### src/rtl/div_iter_pkg.sv
// div_iter_pkg: shared handshake codes, zero word and divider state encodings
package div_iter_pkg;
  localparam logic DIV_START = 1'b1;
  localparam logic DIV_STOP = 1'b0;
  localparam logic DIV_RESULT_READY = 1'b1;
  localparam logic DIV_RESULT_NOT_READY = 1'b0;
  localparam logic [31:0] ZERO_WORD = 32'h0000_0000;
  localparam logic [1:0] DIV_FREE = 2'b00;
  localparam logic [1:0] DIV_BYZERO = 2'b01;
  localparam logic [1:0] DIV_ON = 2'b10;
  localparam logic [1:0] DIV_END = 2'b11;
endpackage

### src/rtl/div_iter.sv
// div_iter: multi-cycle radix-2 restoring divider answering the EX divide handshake
module div_iter
  import div_iter_pkg::*;
#(
  parameter int DATA_W = 32
) (
  input  logic                clk,
  input  logic                rst,
  input  logic                signed_div_i,
  input  logic [DATA_W-1:0]   opdata1_i,
  input  logic [DATA_W-1:0]   opdata2_i,
  input  logic                start_i,
  input  logic                annul_i,
  output logic [2*DATA_W-1:0] result_o,
  output logic                ready_o
);
  localparam int CNT_W = $clog2(DATA_W + 1);
  logic [1:0] r_state;
  logic [CNT_W-1:0] r_cnt;
  logic [DATA_W-1:0] r_rem, r_quo, r_dvs;
  logic r_neg_q, r_neg_r;
  logic w_neg1, w_neg2, w_borrow, w_last, w_abort;
  logic [DATA_W-1:0] w_abs1, w_abs2, w_diff, w_rem_nx, w_quo_nx, w_q_fix, w_r_fix;
  logic [DATA_W:0] w_shift;
  // operand magnitudes and one restoring step; w_shift carries the extra bit for the borrow
  always_comb begin
    w_neg1 = signed_div_i & opdata1_i[DATA_W-1];
    w_neg2 = signed_div_i & opdata2_i[DATA_W-1];
    w_abs1 = w_neg1 ? -opdata1_i : opdata1_i;
    w_abs2 = w_neg2 ? -opdata2_i : opdata2_i;
    w_shift = {r_rem, r_quo[DATA_W-1]};
    w_borrow = w_shift < {1'b0, r_dvs};
    w_diff = w_shift[DATA_W-1:0] - r_dvs;
    w_rem_nx = w_borrow ? w_shift[DATA_W-1:0] : w_diff;
    w_quo_nx = {r_quo[DATA_W-2:0], ~w_borrow};
    w_q_fix = r_neg_q ? -w_quo_nx : w_quo_nx;
    w_r_fix = r_neg_r ? -w_rem_nx : w_rem_nx;
    w_last = r_cnt == CNT_W'(DATA_W - 1);
    w_abort = annul_i | (start_i == DIV_STOP);
  end
  // handshake FSM and iterative datapath; outputs only change here
  always_ff @(posedge clk) begin
    if (rst) begin
      r_state <= DIV_FREE;
      r_cnt <= '0;
      r_rem <= '0;
      r_quo <= '0;
      r_dvs <= '0;
      r_neg_q <= 1'b0;
      r_neg_r <= 1'b0;
      ready_o <= DIV_RESULT_NOT_READY;
      result_o <= '0;
    end else begin
      case (r_state)
        DIV_FREE: begin
          ready_o <= DIV_RESULT_NOT_READY;
          result_o <= '0;
          if (start_i == DIV_START && !annul_i) begin
            if (opdata2_i == '0) r_state <= DIV_BYZERO;
            else begin
              r_state <= DIV_ON;
              r_cnt <= '0;
              r_rem <= '0;
              r_quo <= w_abs1;
              r_dvs <= w_abs2;
              r_neg_q <= w_neg1 ^ w_neg2;
              r_neg_r <= w_neg1;
            end
          end
        end
        DIV_BYZERO: begin
          if (w_abort) r_state <= DIV_FREE;
          else begin
            r_state <= DIV_END;
            ready_o <= DIV_RESULT_READY;
            result_o <= '0;
          end
        end
        DIV_ON: begin
          if (w_abort) r_state <= DIV_FREE;
          else begin
            r_rem <= w_rem_nx;
            r_quo <= w_quo_nx;
            r_cnt <= r_cnt + 1'b1;
            if (w_last) begin
              r_state <= DIV_END;
              ready_o <= DIV_RESULT_READY;
              result_o <= {w_r_fix, w_q_fix};
            end
          end
        end
        default: begin
          if (start_i == DIV_STOP) begin
            r_state <= DIV_FREE;
            ready_o <= DIV_RESULT_NOT_READY;
            result_o <= '0;
          end
        end
      endcase
    end
  end
endmodule

### config.mk
export PLATFORM = sky130hd
export DESIGN_NAME = div_iter
export DESIGN_NICKNAME = d
export VERILOG_FILES = /design/src/rtl/div_iter_pkg.sv /design/src/rtl/div_iter.sv
export SDC_FILE = /design/constraint.sdc
export NUM_CORES = 1
export LEC_CHECK = 0
export ABC_AREA = 1
export BUFFER_PORTS_ARGS = -buffer_cell sky130_fd_sc_hd__buf_2
export CAP_MARGIN = 0
export CORE_UTILIZATION = 40
export DETAILED_ROUTE_END_ITERATION = 10
export MAX_ROUTING_LAYER = met4
export PLACE_DENSITY = 0.57
export SYNTH_ARGS = -nofsm -noshare
export SYNTH_HDL_FRONTEND = slang
export SYNTH_SLANG_ARGS = --single-unit
### constraint.sdc
create_clock -name clk -period 6.2 [get_ports clk]
set_input_delay 0.31 -clock clk [delete_from_list [all_inputs] [get_ports clk]]
set_output_delay 0.31 -clock clk [all_outputs]
set_load 0.02 [all_outputs]
Yosys cells after proc, flatten, opt, wreduce, memory -nomap -nowiden --
Index checks and enable logic that the tools add are counted.
Cells by class: add/sub/neg operators 6, reductions and logical operators 9, $lt $le $gt $ge 1, muxes and demuxes 34, equal/unequal tests 10, bitwise logic cells 7
Operators by type and width (count):
- 2-to-1 mux 32 bit | 11
- 2-to-1 mux 64 bit | 4
- case mux 64 bit (3 select lines) | 1
- negation 32 bit | 4
- case mux 32 bit (2 select lines) | 2
- < comparator 33 x 32 -> 1 bit | 1
- zero test 32 bit | 1
- subtractor 32 bit | 1
- 2-to-1 mux 6 bit | 3
- 2-to-1 mux 2 bit | 6
- case mux 6 bit (2 select lines) | 1
- inequality test 2 bit, second input constant | 5
- AND reduction 4 bit | 2
- adder 6 x 1 -> 6 bit, second input constant | 1
- == test 6 x 5 -> 1 bit, second input constant | 1
- case mux 2 bit (3 select lines) | 1
- AND reduction 3 bit | 2
- 2-to-1 mux 1 bit | 4
- inequality test 4 x 1 -> 1 bit, second input constant | 1
- inequality test 3 bit, second input constant | 1
- NOT 1 bit | 3
- case mux 1 bit (3 select lines) | 1
- bitwise AND 1 bit | 2
- == test 2 x 1 -> 1 bit, second input constant | 1
- other kinds (7) | 7
Storage, ports and cells: bits of input ports 69, flip-flop bits (word level) 171, word-level logic and storage cells 76

Logic depth before layout (Yosys ltp) --
depth after elaboration 7, gate-level depth with buffers 31, depth with buffers taken out 29

Least setup slack after synthesis --
Ideal clock, no wire load.
path type register -> register, start point register r_dvs[4], end point register result_o[24], cell stages (with the launch flop) 29, library setup time 0.132 ns, buffers on the path 2, arrival time 3.515 ns, path slack 2.553 ns, cell sequence dfxtp_1 -> inv_1 -> ha_1 -> nand2_1 -> nand2_1 -> inv_2 -> nand2_1 -> nand2_1 -> nand3_2 -> nand2_2 -> nand2_2 -> nand2_2 -> nand2_2 -> buf_6 -> inv_4 -> buf_6 -> ha_1 -> inv_1 -> nor3_1 -> inv_1 -> nor3_1 -> nand3_1 -> nor3_1 -> inv_1 -> nor4_1 -> a21oi_1 -> or2_2 -> nand3_1 -> a21oi_1
On the way: longest elaborated chain between the ends 7
RTL lines:
- start: declaration | RTL line div_iter.sv:20 | logic [DATA_W-1:0] r_rem, r_quo, r_dvs;
- start signal: assignment | RTL line div_iter.sv:65 | r_dvs <= w_abs2;
- < comparator 33 x 32 -> 1 bit | RTL line div_iter.sv:32 | w_borrow = w_shift < {1'b0, r_dvs};
- NOT 1 bit | RTL line div_iter.sv:35 | w_quo_nx = {r_quo[DATA_W-2:0], ~w_borrow};
- negation 32 bit | RTL line div_iter.sv:36 | w_q_fix = r_neg_q ? -w_quo_nx : w_quo_nx;
- 2-to-1 mux 32 bit | RTL line div_iter.sv:36
- 2-to-1 mux 64 bit | RTL line div_iter.sv:85 | if (w_last) begin
- 2-to-1 mux 64 bit | RTL line div_iter.sv:80 | if (w_abort) r_state <= DIV_FREE;
- case mux 64 bit (3 select lines) | RTL line div_iter.sv:54 | case (r_state)
- end signal: assignment | RTL line div_iter.sv:88 | result_o <= {w_r_fix, w_q_fix};
- end: declaration | RTL line div_iter.sv:14 | output logic [2*DATA_W-1:0] result_o,
Every way passes these cells. The select of a mux whose other input is x is not followed. A chain may end at the register's enable or synchronous reset.

Final worst setup path --
Ends and elaborated chain as after synthesis.

==> impl_metrics.json <==
{
  "rsz0062_at_grt": "no",
  "hold_ws_ns": 0.145,
  "outcome": "complete, no violations",
  "synthDistinctLibCells": 48,
  "fin_crit_ns": 4.60,
  "cts_max_level": 4,
  "die_h_um": 180,
  "required_ns": 6.51,
  "cp-start-kind": "flop",
  "synthToLayoutAreaGrowth_pct": 11.5,
  "cts_sinks": 171,
  "synth_ff_type": "dfxtp_1",
  "drtIter0Drc": 1012,
  "synthesis.nets": 2233,
  "antenna_found_initial": 1,
  "clkTransAtPathRegs_ns": 0.07,
  "vias_per_cell": 5.15,
  "clock_skew_ns": 0.0179,
  "ys_seq_area_frac": 0.270,
  "first_global_vias": 12400,
  "power_frac_seq": 0.366,
  "utilization": 0.457,
  "syn_area_per_cell_um2": 5.98,
  "clk_latency_ns": 0.46,
  "critical-path-slowest-cell": "nor4_1",
  "switchingPower_mw": 1.29,
  "ioPinCount": 134,
  "grt_util_all_layers": 0.279,
  "ctsResizeCount": 0,
  "switching_share": 0.391,
  "yosys_warnings": 0,
  "worstMarginPinSlew_ns": 1.11,
  "whs_path_depth": 3,
  "cp_num_cells": 26,
  "slew_violations": 0,
  "syn_inst": 2122,
  "r2r-end": "result_o[24]",
  "core-area_mm2": 0.0309,
  "fin_nets": 2316,
  "drt-total-wl_um": 43500,
  "crit_family": "simple AND/OR/NAND/NOR gates",
  "fin_crit_sh": 0.741,
  "drive_above_1_share": 0.112,
  "grt_overflow_total": 0,
  "hold_violations": 0,
  "arrival_ns": 4.90,
  "crit_path_end_kind": "flop",
  "slew_headroom": 0.261,
  "clockPowerShare": 0.325,
  "rows": 64,
  "holdCritStartpoint": "opdata2_i[1]",
  "worstSetupPathType": "reg2reg",
  "p_per_area_mw_per_mm2": 234,
  "synth-edff-count": 0,
  "async_reset_ff_frac": 0,
  "ant_nets": 0,
  "cp_slowest_stage_delay_ns": 0.41,
  "initial_utilization": 0.410,
  "wl_per_cell_um": 16.6,
  "die-area_mm2": 0.0324,
  "dr.pass1.iters": 7,
  "r2r-start": "r_dvs[4]",
  "hold_path_end": "r_dvs[1]",
  "place_congestion": 1.01,
  "grt_pass1_wl_um": 68900,
  "cts_setup_buffers": 0,
  "clock_path_buffers": 2,
  "die_w_um": 180,
  "worst-r2r-setup-slack_ns": 1.60,
  "grt_max_degree": 71,
  "drv_cap": 0,
  "crit_buf_inv": 6,
  "num_antenna_cells": 0,
  "fin_setup_tns_ns": 0,
  "cts_hold_buffers": 0,
  "cellLeakagePower_nw": 6.95,
  "vias": 13500,
  "ctsRootBufferMaster": "clkbuf_16",
  "nFillCells": 3388,
  "setup_violations": 0,
  "hold_class": "in2reg",
  "path_max_fanout": 21,
  "drc": 0,
  "netlist_area_mm2": 0.0127,
  "reg2regPathDepth": 26,
  "yosys_register_bits": 171,
  "cts_buffers": 17,
  "intPower_mw": 2.02,
  "ir_drop_mv": 0.198,
  "dpl.hpwl_um": 33200,
  "pwr-share-comb": 0.309,
  "io_buffers": 133,
  "cts_tree": "built",
  "max_freq_mhz": 218
}
==> power by group through the flow <==
stage          logic, mW  registers [mW]  clock network, mW
5_1_grt             1.15            1.22               1.14
3_3_place_gp        1.01            1.23                  0
3_5_place_dp        1.01            1.23                  0
6_report            1.02            1.21               1.08
2_1_floorplan      0.719            1.23                  0
4_1_cts             1.01            1.21               1.09
==> worst min-delay path: cells and delay by family <==
family / cells / cell delay [ns]
compound gates: 1 / 0.07
buf+inv: 1 / 0.11
simple gates: 1 / 0.06
==> worst max-delay path by stage <==
stage	start	endpoint	slack [ns]
after global placement	r_dvs[6]	result_o[24]	1.83
after floorplan	r_dvs[4]	result_o[24]	2.55
after CTS	r_dvs[6]	result_o[24]	1.66
after global routing	r_dvs[6]	result_o[24]	1.15
after detailed placement	r_dvs[6]	result_o[24]	1.69
final	r_dvs[4]	result_o[24]	1.60
==> state kept, by name, indices dropped and copies added, names as in the netlist, 2 cells and up <==
register	count
result_o	64
r_rem	32
r_cnt	6
r_quo	32
r_dvs	32
r_state	2
==> through the flow <==
stage	std cells	area, um^2	setup WS [ns]	power, mW
floorplan	2122	12700	2.55	1.95
global placement	2582	13600	1.83	2.24
detailed placement	2582	13600	1.69	2.24
CTS	2614	14100	1.66	3.32
global route	2614	14100	1.15	3.51
finish	2614	14100	1.60	3.31
==> layout make-up <==
class,count,area (um^2),area share
multi-input cells,1605,7890,0.558
flip-flops and latches,171,3420,0.242
inverters,264,993,0.0703
repair buffers,146,766,0.0542
well taps,396,495,0.0350
clock buffers,19,433,0.0306
clock inverters,13,135,0.00956
==> cells in the mapped netlist, types with 16 or more instances <==
cell type  count  area share
a21oi_1      221       0.087
clkbuf_1      54       0.016
dfxtp_1      171        0.27
ha_1          41       0.040
inv_1        246       0.073
inv_2         16      0.0047
nand2_1      674        0.20
nand2_2       19      0.0094
nand3_1      133       0.052
nand4_1       24       0.012
nor2_1       176       0.052
nor3_1        26       0.010
o21ai_0      105       0.041
xnor2_1       30       0.021
xor2_1        44       0.030
==> kinds of logic after synthesis <==
kind of cell,synth area share
AOI/OAI and AO/OA,0.159
xor gates and xnor gates,0.0511
adders and majority gates,0.0420
and+or+nand+nor,0.369
buffers and inverters,0.109
DFF,0.270
==> routing by layer <==
layer  part of all wire  track usage  wire length (um)  up-vias
met5                  0            -                 0        -
met4              0.030       0.0988              1300        0
met3              0.056       0.0366              2430       61
met2               0.42        0.414             18400      397
met1               0.49        0.386             21400     6052
li1                   -            -                 -     6961
==> cells in the final DEF, fill, tap and decap left out, drive strengths merged, types with 2 or more instances in the layout <==
master	count
ha	41
a21o	3
and2	3
xor2	44
nor2	187
clkbuf	19
o21ai	116
nand2	693
nor3b	2
and3	4
a21oi	223
inv	267
nand3b	7
clkinv	3
o211ai	9
o31ai	3
nor3	29
nand3	138
o21bai	7
buf	146
a211oi	8
dfxtp	171
clkinvlp	6
o41ai	2
xnor2	30
a31oi	8
nand4	24
nor4	10
or2	11
No activity file was read; power rests on OpenSTA's default activity.
